[src/rtl/dmem_arb_pkg.sv]
// Shared constants and helpers for the data-memory arbiter.
// Owner encoding is used for both the round-robin pointer and the read-response tag.
package dmem_arb_pkg;

  localparam int DMEM_ADDR_W = 10;
  localparam int DMEM_DATA_W = 32;

  localparam logic OWN_CORE = 1'b0;
  localparam logic OWN_HOST = 1'b1;

  // req/gnt bit 0 is the core, bit 1 is the host; contention goes to the side not named by last
  function automatic logic [1:0] rr_grant2(input logic [1:0] req, input logic last);
    logic [1:0] gnt;
    gnt = req;
    if (req == 2'b11) begin
      gnt = (last == OWN_CORE) ? 2'b10 : 2'b01;
    end
    return gnt;
  endfunction

endpackage

[src/rtl/dmem_arbiter.sv]
// Two-port (core/host) arbiter in front of a single-port 1-cycle-latency data memory.
// Round-robin by default; define DMEM_ARB_CORE_PRIO_EN for fixed core priority.
module dmem_arbiter
  import dmem_arb_pkg::*;
#(
  parameter int ADDR_W = DMEM_ADDR_W,
  parameter int DATA_W = DMEM_DATA_W
) (
  input  logic              clk,
  input  logic              reset,

  input  logic              c_req,
  input  logic              c_we,
  input  logic [ADDR_W-1:0] c_addr,
  input  logic [DATA_W-1:0] c_wdata,
  output logic              c_gnt,
  output logic              c_stall,
  output logic              c_rvalid,
  output logic [DATA_W-1:0] c_rdata,

  input  logic              h_req,
  input  logic              h_we,
  input  logic [ADDR_W-1:0] h_addr,
  input  logic [DATA_W-1:0] h_wdata,
  output logic              h_gnt,
  output logic              h_rvalid,
  output logic [DATA_W-1:0] h_rdata,

  output logic              m_en,
  output logic              m_we,
  output logic [ADDR_W-1:0] m_addr,
  output logic [DATA_W-1:0] m_wdata,
  input  logic [DATA_W-1:0] m_rdata
);

  logic [1:0] gnt;
  logic       rd_pend;
  logic       rd_owner;

`ifdef DMEM_ARB_CORE_PRIO_EN
  always_comb begin
    gnt = 2'b00;
    if (reset) begin
      gnt = {h_req & ~c_req, c_req};
    end
  end
`else
  logic last_gnt;

  // Grants are held low while reset is asserted even though requests may be present
  always_comb begin
    gnt = 2'b00;
    if (reset) begin
      gnt = rr_grant2({h_req, c_req}, last_gnt);
    end
  end

  always_ff @(posedge clk or negedge reset) begin
    if (!reset) begin
      last_gnt <= OWN_HOST;
    end else if (gnt[0]) begin
      last_gnt <= OWN_CORE;
    end else if (gnt[1]) begin
      last_gnt <= OWN_HOST;
    end
  end
`endif

  assign c_gnt   = gnt[0];
  assign h_gnt   = gnt[1];
  assign c_stall = c_req & ~gnt[0];
  assign m_en    = gnt[0] | gnt[1];

  always_comb begin
    m_we    = 1'b0;
    m_addr  = '0;
    m_wdata = '0;
    if (gnt[0]) begin
      m_we    = c_we;
      m_addr  = c_addr;
      m_wdata = c_wdata;
    end else if (gnt[1]) begin
      m_we    = h_we;
      m_addr  = h_addr;
      m_wdata = h_wdata;
    end
  end

  // Tag each read with its owner so the response lands on the right port next cycle
  always_ff @(posedge clk or negedge reset) begin
    if (!reset) begin
      rd_pend  <= 1'b0;
      rd_owner <= OWN_CORE;
    end else begin
      rd_pend <= m_en & ~m_we;
      if (m_en & ~m_we) begin
        rd_owner <= gnt[1] ? OWN_HOST : OWN_CORE;
      end
    end
  end

  assign c_rvalid = rd_pend & (rd_owner == OWN_CORE);
  assign h_rvalid = rd_pend & (rd_owner == OWN_HOST);
  assign c_rdata  = m_rdata;
  assign h_rdata  = m_rdata;

endmodule

[config.mk]
export PLATFORM = sky130hd
export DESIGN_NAME = dmem_arbiter
export DESIGN_NICKNAME = d
export VERILOG_FILES = /design/src/rtl/dmem_arb_pkg.sv /design/src/rtl/dmem_arbiter.sv
export SDC_FILE = /design/constraint.sdc
export NUM_CORES = 1
export LEC_CHECK = 0
export BUFFER_PORTS_ARGS = -buffer_cell sky130_fd_sc_hd__buf_4
export CORE_AREA = 2 2 92 94
export DETAILED_ROUTE_END_ITERATION = 8
export DIE_AREA = 0 0 94 96
export GPL_ROUTABILITY_DRIVEN = 1
export GPL_TIMING_DRIVEN = 0
export PLACE_DENSITY_LB_ADDON = 0.12
export SKIP_LAST_GASP = 1
export SLEW_MARGIN = 0
export SYNTH_ARGS = -nofsm -noshare
export SYNTH_HDL_FRONTEND = slang
export SYNTH_SLANG_ARGS = --single-unit
[constraint.sdc]
create_clock -name clk -period 3.7 [get_ports clk]
set_clock_uncertainty 0.05 [all_clocks]
set_input_delay 0.74 -clock clk [delete_from_list [all_inputs] [get_ports clk]]
set_output_delay 0.74 -clock clk [all_outputs]
set_load 0.01 [all_outputs]
After elaboration in Yosys (flattened, before gate mapping)
Cells that the tools add are included.
Storage, ports and cells
  memory bits (read-only): 0
  memories: 0
  bits in latches: 0
  register bits after elaboration: 3
  input port bits: 122
  RAM bits: 0
Cells by class
  shifts and indexed selects: 0
  $mul: 0
  equality and inequality tests: 1
  divide/modulo/power cells: 0
  order comparisons: 0
  reductions and logical operators: 1
  muxes and demuxes: 12
  bitwise operators: 8
  add/subtract/negate cells: 0
Operator list (number)
  two-way mux 32 bit: 2
  two-way mux 10 bit: 2
  two-way mux 2 bit: 3
  two-way mux 1 bit: 5
  AND 1 bit: 4
  NOT 1 bit: 3
  == test 2 bit, second input constant: 1
  nonzero test 2 bit: 1
  bitwise OR 1 bit: 1

Longest topological paths before layout
Gate-level depths: netlist of run 1.
  depth after elaboration: 7
  mapped depth: 5
  depth with buffers taken out: 3

Least setup slack after synthesis of run 1
OpenSTA, ideal clock, no wires.
  kind: input -> output
  from: in c_req
  to: out m_addr[3]
  data arrival time: 1.658 ns
  path buffers: 2
  cell stages on the path: 4
  setup slack: 1.252 ns
  cells stage by stage: buf_2 -> a211oi_4 -> buf_6 -> a22o_1
On the way
  longest elaborated chain between the ends: 5
Ends and longest elaborated chain
  start, declared: RTL line dmem_arbiter.sv:12  | input logic c_req,
  == test 2 bit: RTL line dmem_arb_pkg.sv:15  | if (req == 2'b11) begin
  two-way mux 2 bit: RTL line dmem_arb_pkg.sv:15
  two-way mux 2 bit: RTL line dmem_arbiter.sv:53  | if (reset) begin
  via h_gnt: RTL line dmem_arbiter.sv:25  | output logic h_gnt,
  two-way mux 10 bit: RTL line dmem_arbiter.sv:82  | end else if (gnt[1]) begin
  two-way mux 10 bit: RTL line dmem_arbiter.sv:78  | if (gnt[0]) begin
  end, declared: RTL line dmem_arbiter.sv:31  | output logic [ADDR_W-1:0] m_addr,
The timed path passes the listed nets, and every way through them passes these cells.

Worst setup path in the final report of run 1
  from: in h_req
  to: out m_we
On the way
  longest elaborated chain between the ends: 5
Ends and longest elaborated chain
  start, declared: RTL line dmem_arbiter.sv:21  | input logic h_req,
  == test 2 bit: RTL line dmem_arb_pkg.sv:15
  two-way mux 2 bit *: RTL line dmem_arb_pkg.sv:15
  two-way mux 2 bit *: RTL line dmem_arbiter.sv:53
  two-way mux 1 bit: RTL line dmem_arbiter.sv:82
  two-way mux 1 bit *: RTL line dmem_arbiter.sv:78
  end, declared: RTL line dmem_arbiter.sv:30  | output logic m_we,
Every way passes the cells marked *; elsewhere a longest branch is shown, timed or not.

==> flow_summary.json, run 1 <==
{
  "first_pass_iters": 4,
  "gr-total-overflow": 0,
  "post-cts-setup-buffers": 0,
  "max_freq_mhz": 366,
  "p_seq_share_pct": 9.1,
  "design_area_mm2": 0.00285,
  "die_y_um": 96,
  "tns_ns": 0,
  "root_buffer": "clkbuf_8",
  "avgSynthCellArea_um2": 8.47,
  "synth_edf_count": 0,
  "p_comb_share_pct": 72.5,
  "setup_violations": 0,
  "vias": 1681,
  "syn_nets": 259,
  "cts_tree": "yes",
  "synth_flop_cell": "dfrtp_1",
  "drt_iter0_drc": 27,
  "clock_latency_ns": 0.21,
  "postCtsHoldBufs": 0,
  "peakVddDrop_mv": 0.166,
  "diodes": 0,
  "fin_util_pct": 35.3,
  "max-cap-violations": 0,
  "rsz0062_at_grt": "false",
  "synth_xor_area_share_pct": 0,
  "muxShareOfSynthArea_pct": 0,
  "nFillCells": 857,
  "finalNonFillerCells": 447,
  "yosysUniqueCellTypes": 23,
  "antenna_found_initial": 0,
  "initial_core_util_pct": 14.4,
  "yosysTopAreaCellShare_pct": 41.4,
  "detail_route.vias_per_cell": 3.76,
  "tightestPinTransition_ns": 0.527,
  "yosys_warnings": 0,
  "p_int_uw": 354,
  "path_class": "input port to primary output",
  "switching_share_pct": 31.9,
  "chipWidth_um": 94,
  "dp_cells": 443,
  "dpl_cell_area_mm2": 0.00280,
  "status": "finished, final reports clean",
  "synth_common_cells": "buf_4, a22o_1, buf_6",
  "grt_pass1_vias": 1507,
  "routed_wl_um": 6030,
  "final-hold-violation-count": 0,
  "switching_power_uw": 166,
  "power.density_mw_per_mm2": 183,
  "post-synth-top-count-cell": "buf_4",
  "period_needed_ns": 2.73,
  "ys_ff_latch": 3,
  "synthArstFlopShare_pct": 100,
  "gp_congestion": 0.708,
  "rows": 33,
  "area_growth_pct": 145,
  "fp.coreArea_mm2": 0.00805,
  "synthAdderAreaFrac_pct": 0,
  "wl_per_cell_um": 13.5,
  "cp_data_arrival_time_ns": 1.94,
  "p_leak_nw": 1.61,
  "timing.final.crit_share_pct": 73.8,
  "start_kind": "input port",
  "slew_violations": 0,
  "cp_max_fo": 10,
  "cts_buffers": 3,
  "yosys.area_share.simple_pct": 4.53,
  "p_clk_share_pct": 18.3,
  "htreeDepth": 1,
  "seq_area_frac_synth_pct": 6.58,
  "syn-instance-count": 137,
  "fin_nets": 465,
  "syn_area_mm2": 0.00116,
  "worstPathRequired_ns": 2.91,
  "path_clk_slew_ns": 0.03,
  "die-area_mm2": 0.00902,
  "yosysTopAreaCell": "buf_4",
  "grt_max_degree": 11,
  "clock_tree.buffer_depth": 2,
  "clock_sinks": 3,
  "crit_path_end_kind": "primary output",
  "drive_gt1_share_pct": 84.2,
  "post-route-drc-count": 0,
  "io_buffers": 201,
  "synth_top_family_by_area": "buffers and inverters",
  "ant_nets": 0,
  "min_path_type": "input port to asynchronous set/reset pin",
  "grt_pass1_wl_um": 7990,
  "dpl.hpwl_um": 5330,
  "post_cts_resized": 0,
  "relSlewSlack_pct": 64.8,
  "top_level_ports": 235,
  "grtUsageTotal_pct": 11.2,
  "synth_compound_area_share_pct": 38.6,
  "yosys-top-cells-area": "buf_4, a22o_1, buf_6, a22o_2, dfrtp_1"
}
==> worst max-delay path: stages <==
cell and delay (ns):
buf_4 0.12, nor2b_2 0.16, nor2_2 0.43, buf_6 0.22
a22o_1 0.15, buf_4 0.12
==> worst paths after layout <==
path	from	end	slack (ns)	cells after the start
min	reset	rd_pend$_DFF_PN0_	0.28	1
max	h_req	m_we	0.97	6
min in group clk	rd_owner$_DFFE_PN0P_	rd_owner$_DFFE_PN0P_	0.52	1
min reg2reg	rd_owner$_DFFE_PN0P_	rd_owner$_DFFE_PN0P_	0.52	1
max reg2reg	last_gnt$_DFFE_PN1P_	rd_pend$_DFF_PN0_	2.51	3
max in group asynchronous	reset	last_gnt$_DFFE_PN1P_	3.11	1
==> registers in the layout, indices dropped and copies added, names as in the netlist <==
register / flops
last_gnt: 1
rd_pend: 1
rd_owner: 1
==> metrics by stage <==
| stage | worst slack [ns] | total power, mW | hold slack, ns |
|---|---|---|---|
| floorplan | 1.25 | 0.220 | 0.394 |
| global placement | 0.962 | 0.429 | 0.510 |
| detailed placement | 0.946 | 0.429 | 0.508 |
| CTS | 0.932 | 0.528 | 0.278 |
| global route | 0.866 | 0.555 | 0.277 |
| finish | 0.968 | 0.520 | 0.283 |
==> routing by layer <==
layer | up-vias | track usage (%) | routed length, um
li1 | 848 | - | -
met1 | 722 | 11.9 | 2080
met2 | 107 | 21.8 | 3230
met3 | 4 | 3.29 | 672
met4 | 0 | 2.42 | 54
met5 | - | 0 | 0
==> layout by cell type, fill, tap and decap left out, types with 2 or more instances in the layout <==
cell / count
buf_4: 265
a22o_1: 37
buf_6: 8
a22o_2: 6
clkbuf_8: 3
nor2_1: 2
nor2b_1: 2
dfrtp_1: 2
==> power groups by stage <==
stage	clock, mW	combinational, mW	sequential [mW]
CTS	0.0985	0.382	0.0473
finish	0.0953	0.377	0.0474
global placement	0	0.382	0.0468
global route	0.103	0.404	0.0485
floorplan	0	0.174	0.0458
detailed placement	0	0.381	0.0476
==> cell families after synthesis <==
kind of cell | after synthesis
buffers and inverters | 75
flip-flops | 3
AO/OA/AOI/OAI | 50
AND/OR/NAND/NOR | 9
==> layout make-up <==
| cell class | instances | area [um2] | share of cell area (%) |
|---|---|---|---|
| timing repair buffer | 201 | 1510 | 53.0 |
| inverter | 2 | 7.51 | 0.264 |
| clock buffer | 4 | 45.0 | 1.58 |
| tap | 105 | 131 | 4.62 |
| sequential | 3 | 76.3 | 2.68 |
| multi-input combinational | 59 | 500 | 17.6 |
| buffer | 73 | 576 | 20.2 |
No activity file was read; power rests on OpenSTA's default activity.
==> run 2, diff against run 1 <==
--- a/config.mk
+++ b/config.mk
@@ -5,10 +5,11 @@
 export SDC_FILE = /design/constraint.sdc
 export NUM_CORES = 1
 export LEC_CHECK = 0
+export ABC_AREA = 1
 export BUFFER_PORTS_ARGS = -buffer_cell sky130_fd_sc_hd__buf_4
-export CORE_AREA = 2 2 92 94
+export CORE_AREA = 2 2 90 92
 export DETAILED_ROUTE_END_ITERATION = 8
-export DIE_AREA = 0 0 94 96
+export DIE_AREA = 0 0 92 94
 export GPL_ROUTABILITY_DRIVEN = 1
 export GPL_TIMING_DRIVEN = 0
 export PLACE_DENSITY_LB_ADDON = 0.12
==> constraint.sdc (replaced) <==
create_clock -name clk -period 2.9 [get_ports clk]
set_clock_uncertainty 0.05 [all_clocks]
set_input_delay 0.58 -clock clk [delete_from_list [all_inputs] [get_ports clk]]
set_output_delay 0.58 -clock clk [all_outputs]
set_load 0.01 [all_outputs]
==> run 2 against run 1 <==
- utilization rose by 2.9 points
- power rose by 19%
- global-route usage up 0.52 points
- register-to-register slack got worse by 0.82 ns
- non-clock buffer count is the same
- area after synthesis grew 4.9%
- cell count increased by 20%
- first-iteration DRC count rose by 30%
- setup slack worse by 0.30 ns
- critical path depth up 1
- via count up 18%
==> flow_summary.json, run 2 <==
{
  "synth_edf_count": 0,
  "routed_wl_um": 5860,
  "synth_flop_cell": "dfrtp_1",
  "seq_area_frac_synth_pct": 6.28,
  "initial_core_util_pct": 16.0,
  "dpl_cell_area_mm2": 0.00286,
  "yosys-top-cells-area": "buf_4, nand2_1, dfrtp_1, dfstp_2, inv_1",
  "max-cap-violations": 0,
  "antenna_found_initial": 0,
  "htreeDepth": 1,
  "diodes": 0,
  "timing.final.crit_share_pct": 77.0,
  "fin_util_pct": 38.2,
  "post-route-drc-count": 0,
  "yosys_warnings": 0,
  "crit_path_end_kind": "primary output",
  "rsz0062_at_grt": "false",
  "fin_nets": 557,
  "gp_congestion": 0.763,
  "cts_tree": "yes",
  "grt_pass1_vias": 1894,
  "top_level_ports": 235,
  "ant_nets": 0,
  "ys_ff_latch": 3,
  "min_path_type": "input port to asynchronous set/reset pin",
  "post-synth-top-count-cell": "nand2_1",
  "clock_sinks": 3,
  "post_cts_resized": 0,
  "detail_route.vias_per_cell": 3.70,
  "first_pass_iters": 4,
  "syn_area_mm2": 0.00122,
  "max_freq_mhz": 448,
  "total_power_uw": 621,
  "path_class": "input port to primary output",
  "syn-instance-count": 228,
  "yosysUniqueCellTypes": 15,
  "tns_ns": 0,
  "cp_max_fo": 10,
  "yosysTopAreaCellShare_pct": 42.6,
  "setup_violations": 0,
  "area_growth_pct": 139,
  "layout_commonest_cell": "buf_4",
  "avgSynthCellArea_um2": 5.33,
  "die-area_mm2": 0.00865,
  "cp_data_arrival_time_ns": 1.60,
  "final-hold-violation-count": 0,
  "rows": 32,
  "top_regs": "last_gnt: 1 flops, rd_owner: 1 flops, rd_pend: 1 flops",
  "wl_per_cell_um": 10.9,
  "gr-total-overflow": 0,
  "design_area_mm2": 0.00291,
  "path_clk_slew_ns": 0.03,
  "drive_gt1_share_pct": 65.2,
  "fp.coreArea_mm2": 0.00761,
  "mostFrequentLayoutCells": "buf_4, nand2_1, inv_1, nand3_1, clkbuf_8",
  "grt_max_degree": 11,
  "yosysTopAreaCell": "buf_4",
  "tightestPinTransition_ns": 0.277,
  "root_buffer": "clkbuf_8",
  "chipWidth_um": 92,
  "die_y_um": 94,
  "period_needed_ns": 2.23,
  "post-cts-setup-buffers": 0,
  "io_buffers": 202,
  "peakVddDrop_mv": 0.0891,
  "slew_violations": 0,
  "relSlewSlack_pct": 81.5,
  "setup_slack_ns": 0.668,
  "power.density_mw_per_mm2": 214,
  "p_leak_nw": 1.85,
  "vias": 1983,
  "synthArstFlopShare_pct": 100,
  "drt_iter0_drc": 35,
  "clock_latency_ns": 0.21,
  "finalNonFillerCells": 536,
  "start_kind": "input port",
  "cts_buffers": 3,
  "syn_nets": 350,
  "grtUsageTotal_pct": 11.7,
  "synth_common_cells": "nand2_1, buf_4, inv_1",
  "grt_pass1_wl_um": 8260,
  "worstPathRequired_ns": 2.27,
  "pre_cts_ws_ns": 0.621,
  "postCtsHoldBufs": 0,
  "status": "finished, final reports clean",
  "hold_slack_ns": 0.114,
  "dpl.hpwl_um": 5260,
  "dp_cells": 532,
  "clock_tree.buffer_depth": 2
}
-- run 2: cell type report --
class / count / area (um2)
Inverter: 9 / 35.0
Multi-Input combinational cell: 144 / 566
Fill cell: 854 / 4700
Sequential cell: 3 / 76.3
Tap cell: 102 / 128
Clock buffer: 4 / 45.0
Buffer: 72 / 539
Timing Repair Buffer: 202 / 1520
-- run 2: kinds of logic after synthesis --
group	Yosys count	share of synthesized area, %
AOI/OAI and AO/OA	2	1.75
buffers and inverters	81	47.2
DFF	3	6.28
and+or+nand+nor	142	44.8
-- run 2: worst paths after layout --
check                                           from                    to  slack (ns)  cells after the start
worst min-delay path                           reset     rd_pend$_DFF_PN0_        0.11                      1
min in group clk                rd_owner$_DFFE_PN0P_  rd_owner$_DFFE_PN0P_        0.45                      2
worst max register to register  last_gnt$_DFFE_PN1P_  last_gnt$_DFFE_PN1P_        1.69                      6
worst max-delay path                           reset           m_wdata[13]        0.67                      7
max in group asynchronous                      reset  last_gnt$_DFFE_PN1P_        2.49                      1
worst min register to register  rd_owner$_DFFE_PN0P_  rd_owner$_DFFE_PN0P_        0.45                      2
-- run 2: critical path: stages --
cell	delay (ns)
buf_4	0.12
nand2_2	0.09
a21oi_4	0.26
buf_2	0.28
nand2_1	0.08
nand2_1	0.07
buf_4	0.11
-- run 2: metal layers --
metal	GRT usage (%)	vias to the layer above	wire length, um
met5	0	-	0
met4	2.61	0	52
met3	4.41	4	829
met2	23.7	140	3240
met1	11.1	818	1740
li1	-	1021	-
-- run 2: report_power, final --
part	switching [mW]	internal, mW	leakage [nW]
Combinational	0.174	0.273	1.79
Sequential	0.00409	0.0483	0.0365
Clock	0.0272	0.0937	0.0228
==> run 3, diff against run 2 <==
==> constraint.sdc (replaced) <==
create_clock -name clk -period 2.3 [get_ports clk]
set_clock_uncertainty 0.05 [all_clocks]
set_input_delay 0.46 -clock clk [delete_from_list [all_inputs] [get_ports clk]]
set_output_delay 0.46 -clock clk [all_outputs]
set_load 0.01 [all_outputs]
==> run 3 against run 2 <==
- sequential cell count unchanged
- design area up 0.34%
- global-route usage unchanged
- cell count up 0.19%
- first-iteration DRC count down 17%
==> flow_summary.json, run 3 (synthesis gave the netlist of run 2 again) <==
{
  "status": "finished, final reports clean",
  "root_buffer": "clkbuf_8",
  "switching_share_pct": 33.1,
  "worstPathRequired_ns": 1.79,
  "cts_buffers": 3,
  "p_leak_nw": 1.85,
  "reg2regPathDepth": 6,
  "cp_data_arrival_time_ns": 1.56,
  "fp.coreArea_mm2": 0.00761,
  "start_kind": "register",
  "top_regs": "last_gnt: 1 flops, rd_owner: 1 flops, rd_pend: 1 flops",
  "p_seq_share_pct": 8.4,
  "p_clk_share_pct": 19.4,
  "timing.final.crit_share_pct": 90.0,
  "grt_max_degree": 11,
  "power.density_mw_per_mm2": 269,
  "clock_latency_ns": 0.21,
  "setup_violations": 0,
  "grtUsageTotal_pct": 11.7,
  "routed_wl_um": 5860,
  "antenna_found_initial": 0,
  "first_pass_iters": 4,
  "p_comb_share_pct": 72.1,
  "vias": 1985,
  "diodes": 0,
  "htreeDepth": 1,
  "grt_pass1_vias": 1897,
  "layout_commonest_cell": "buf_4",
  "gp_congestion": 0.763,
  "path_clk_slew_ns": 0.03,
  "hold_slack_ns": 0.155,
  "die_y_um": 94,
  "relSlewSlack_pct": 81.5,
  "top_level_ports": 235,
  "cp_max_fo": 10,
  "initial_core_util_pct": 16.0,
  "total_power_uw": 784,
  "postCtsHoldBufs": 1,
  "max_freq_mhz": 483,
  "gr-total-overflow": 0,
  "min_path_type": "input port to asynchronous set/reset pin",
  "tns_ns": 0,
  "fin_nets": 558,
  "final-hold-violation-count": 0,
  "area_growth_pct": 140,
  "wl_per_cell_um": 10.9,
  "ant_nets": 0,
  "tightestPinTransition_ns": 0.277,
  "io_buffers": 202,
  "detail_route.vias_per_cell": 3.70,
  "drt_iter0_drc": 29,
  "chipWidth_um": 92,
  "slew_violations": 0,
  "die-area_mm2": 0.00865,
  "switching_power_uw": 259,
  "clock_tree.buffer_depth": 2,
  "grt_pass1_wl_um": 8260,
  "post-route-drc-count": 0,
  "peakVddDrop_mv": 0.112,
  "rows": 32,
  "dpl.hpwl_um": 5260,
  "cts_tree": "yes",
  "path_class": "register to primary output",
  "max-cap-violations": 0,
  "period_needed_ns": 2.07,
  "drive_gt1_share_pct": 65.1,
  "fin_util_pct": 38.3,
  "rsz0062_at_grt": "false",
  "crit_path_end_kind": "primary output",
  "clock_sinks": 3,
  "mostFrequentLayoutCells": "buf_4, nand2_1, inv_1, nand3_1, clkbuf_8",
  "p_int_uw": 525,
  "post_cts_resized": 0,
  "post-cts-setup-buffers": 0
}
[run 3: metal layers]
metal	vias to the layer above	global-route usage, %	part of all wire (%)
met4	0	2.61	0.89
met2	140	23.7	55
met1	818	11.1	30
li1	1023	-	-
met5	-	0	0
met3	4	4.41	14
[run 3: power by group through the flow]
| stage | clock network [mW] | registers [mW] | logic [mW] |
|---|---|---|---|
| 4_1_cts | 0.158 | 0.0662 | 0.577 |
| 2_1_floorplan | 0 | 0.0657 | 0.245 |
| 3_3_place_gp | 0 | 0.0663 | 0.571 |
| 3_5_place_dp | 0 | 0.0668 | 0.574 |
| 5_1_grt | 0.166 | 0.0675 | 0.613 |
| 6_report | 0.152 | 0.0661 | 0.565 |
[run 3: critical path: stages, from the launching register on]
cell	delay, ns
dfstp_2	0.55
inv_1	0.06
nand2_1	0.07
nand2_1	0.07
clkinv_2	0.13
buf_4	0.20
nand2_1	0.06
nand2_1	0.08
buf_4	0.12
[run 3: per-stage QoR]
| stage | instances | area, um2 | setup slack [ns] |
|---|---|---|---|
| after floorplan | 228 | 1220 | 0.691 |
| after global placement | 532 | 2860 | 0.260 |
| after detailed placement | 532 | 2860 | 0.261 |
| after CTS | 537 | 2920 | 0.194 |
| after global routing | 537 | 2920 | 0.101 |
| final | 537 | 2920 | 0.230 |
[run 3: layout make-up]
class                           instances  area [um2]
Multi-Input combinational cell        144         566
Inverter                                9        35.0
Tap cell                              102         128
Buffer                                 72         539
Fill cell                             855        4690
Clock buffer                            4        45.0
Sequential cell                         3        76.3
Timing Repair Buffer                  203        1530
[run 3: path summary, 6_finish.rpt]
check,endpoint,slack (ns),from
min in group clk,rd_owner$_DFFE_PN0P_,0.45,rd_owner$_DFFE_PN0P_
hold / removal,last_gnt$_DFFE_PN1P_,0.15,reset
hold reg to reg,rd_owner$_DFFE_PN0P_,0.45,rd_owner$_DFFE_PN0P_
setup / recovery,m_wdata[6],0.23,last_gnt$_DFFE_PN1P_
setup reg to reg,last_gnt$_DFFE_PN1P_,1.09,last_gnt$_DFFE_PN1P_
max in group asynchronous,rd_owner$_DFFE_PN0P_,1.52,reset
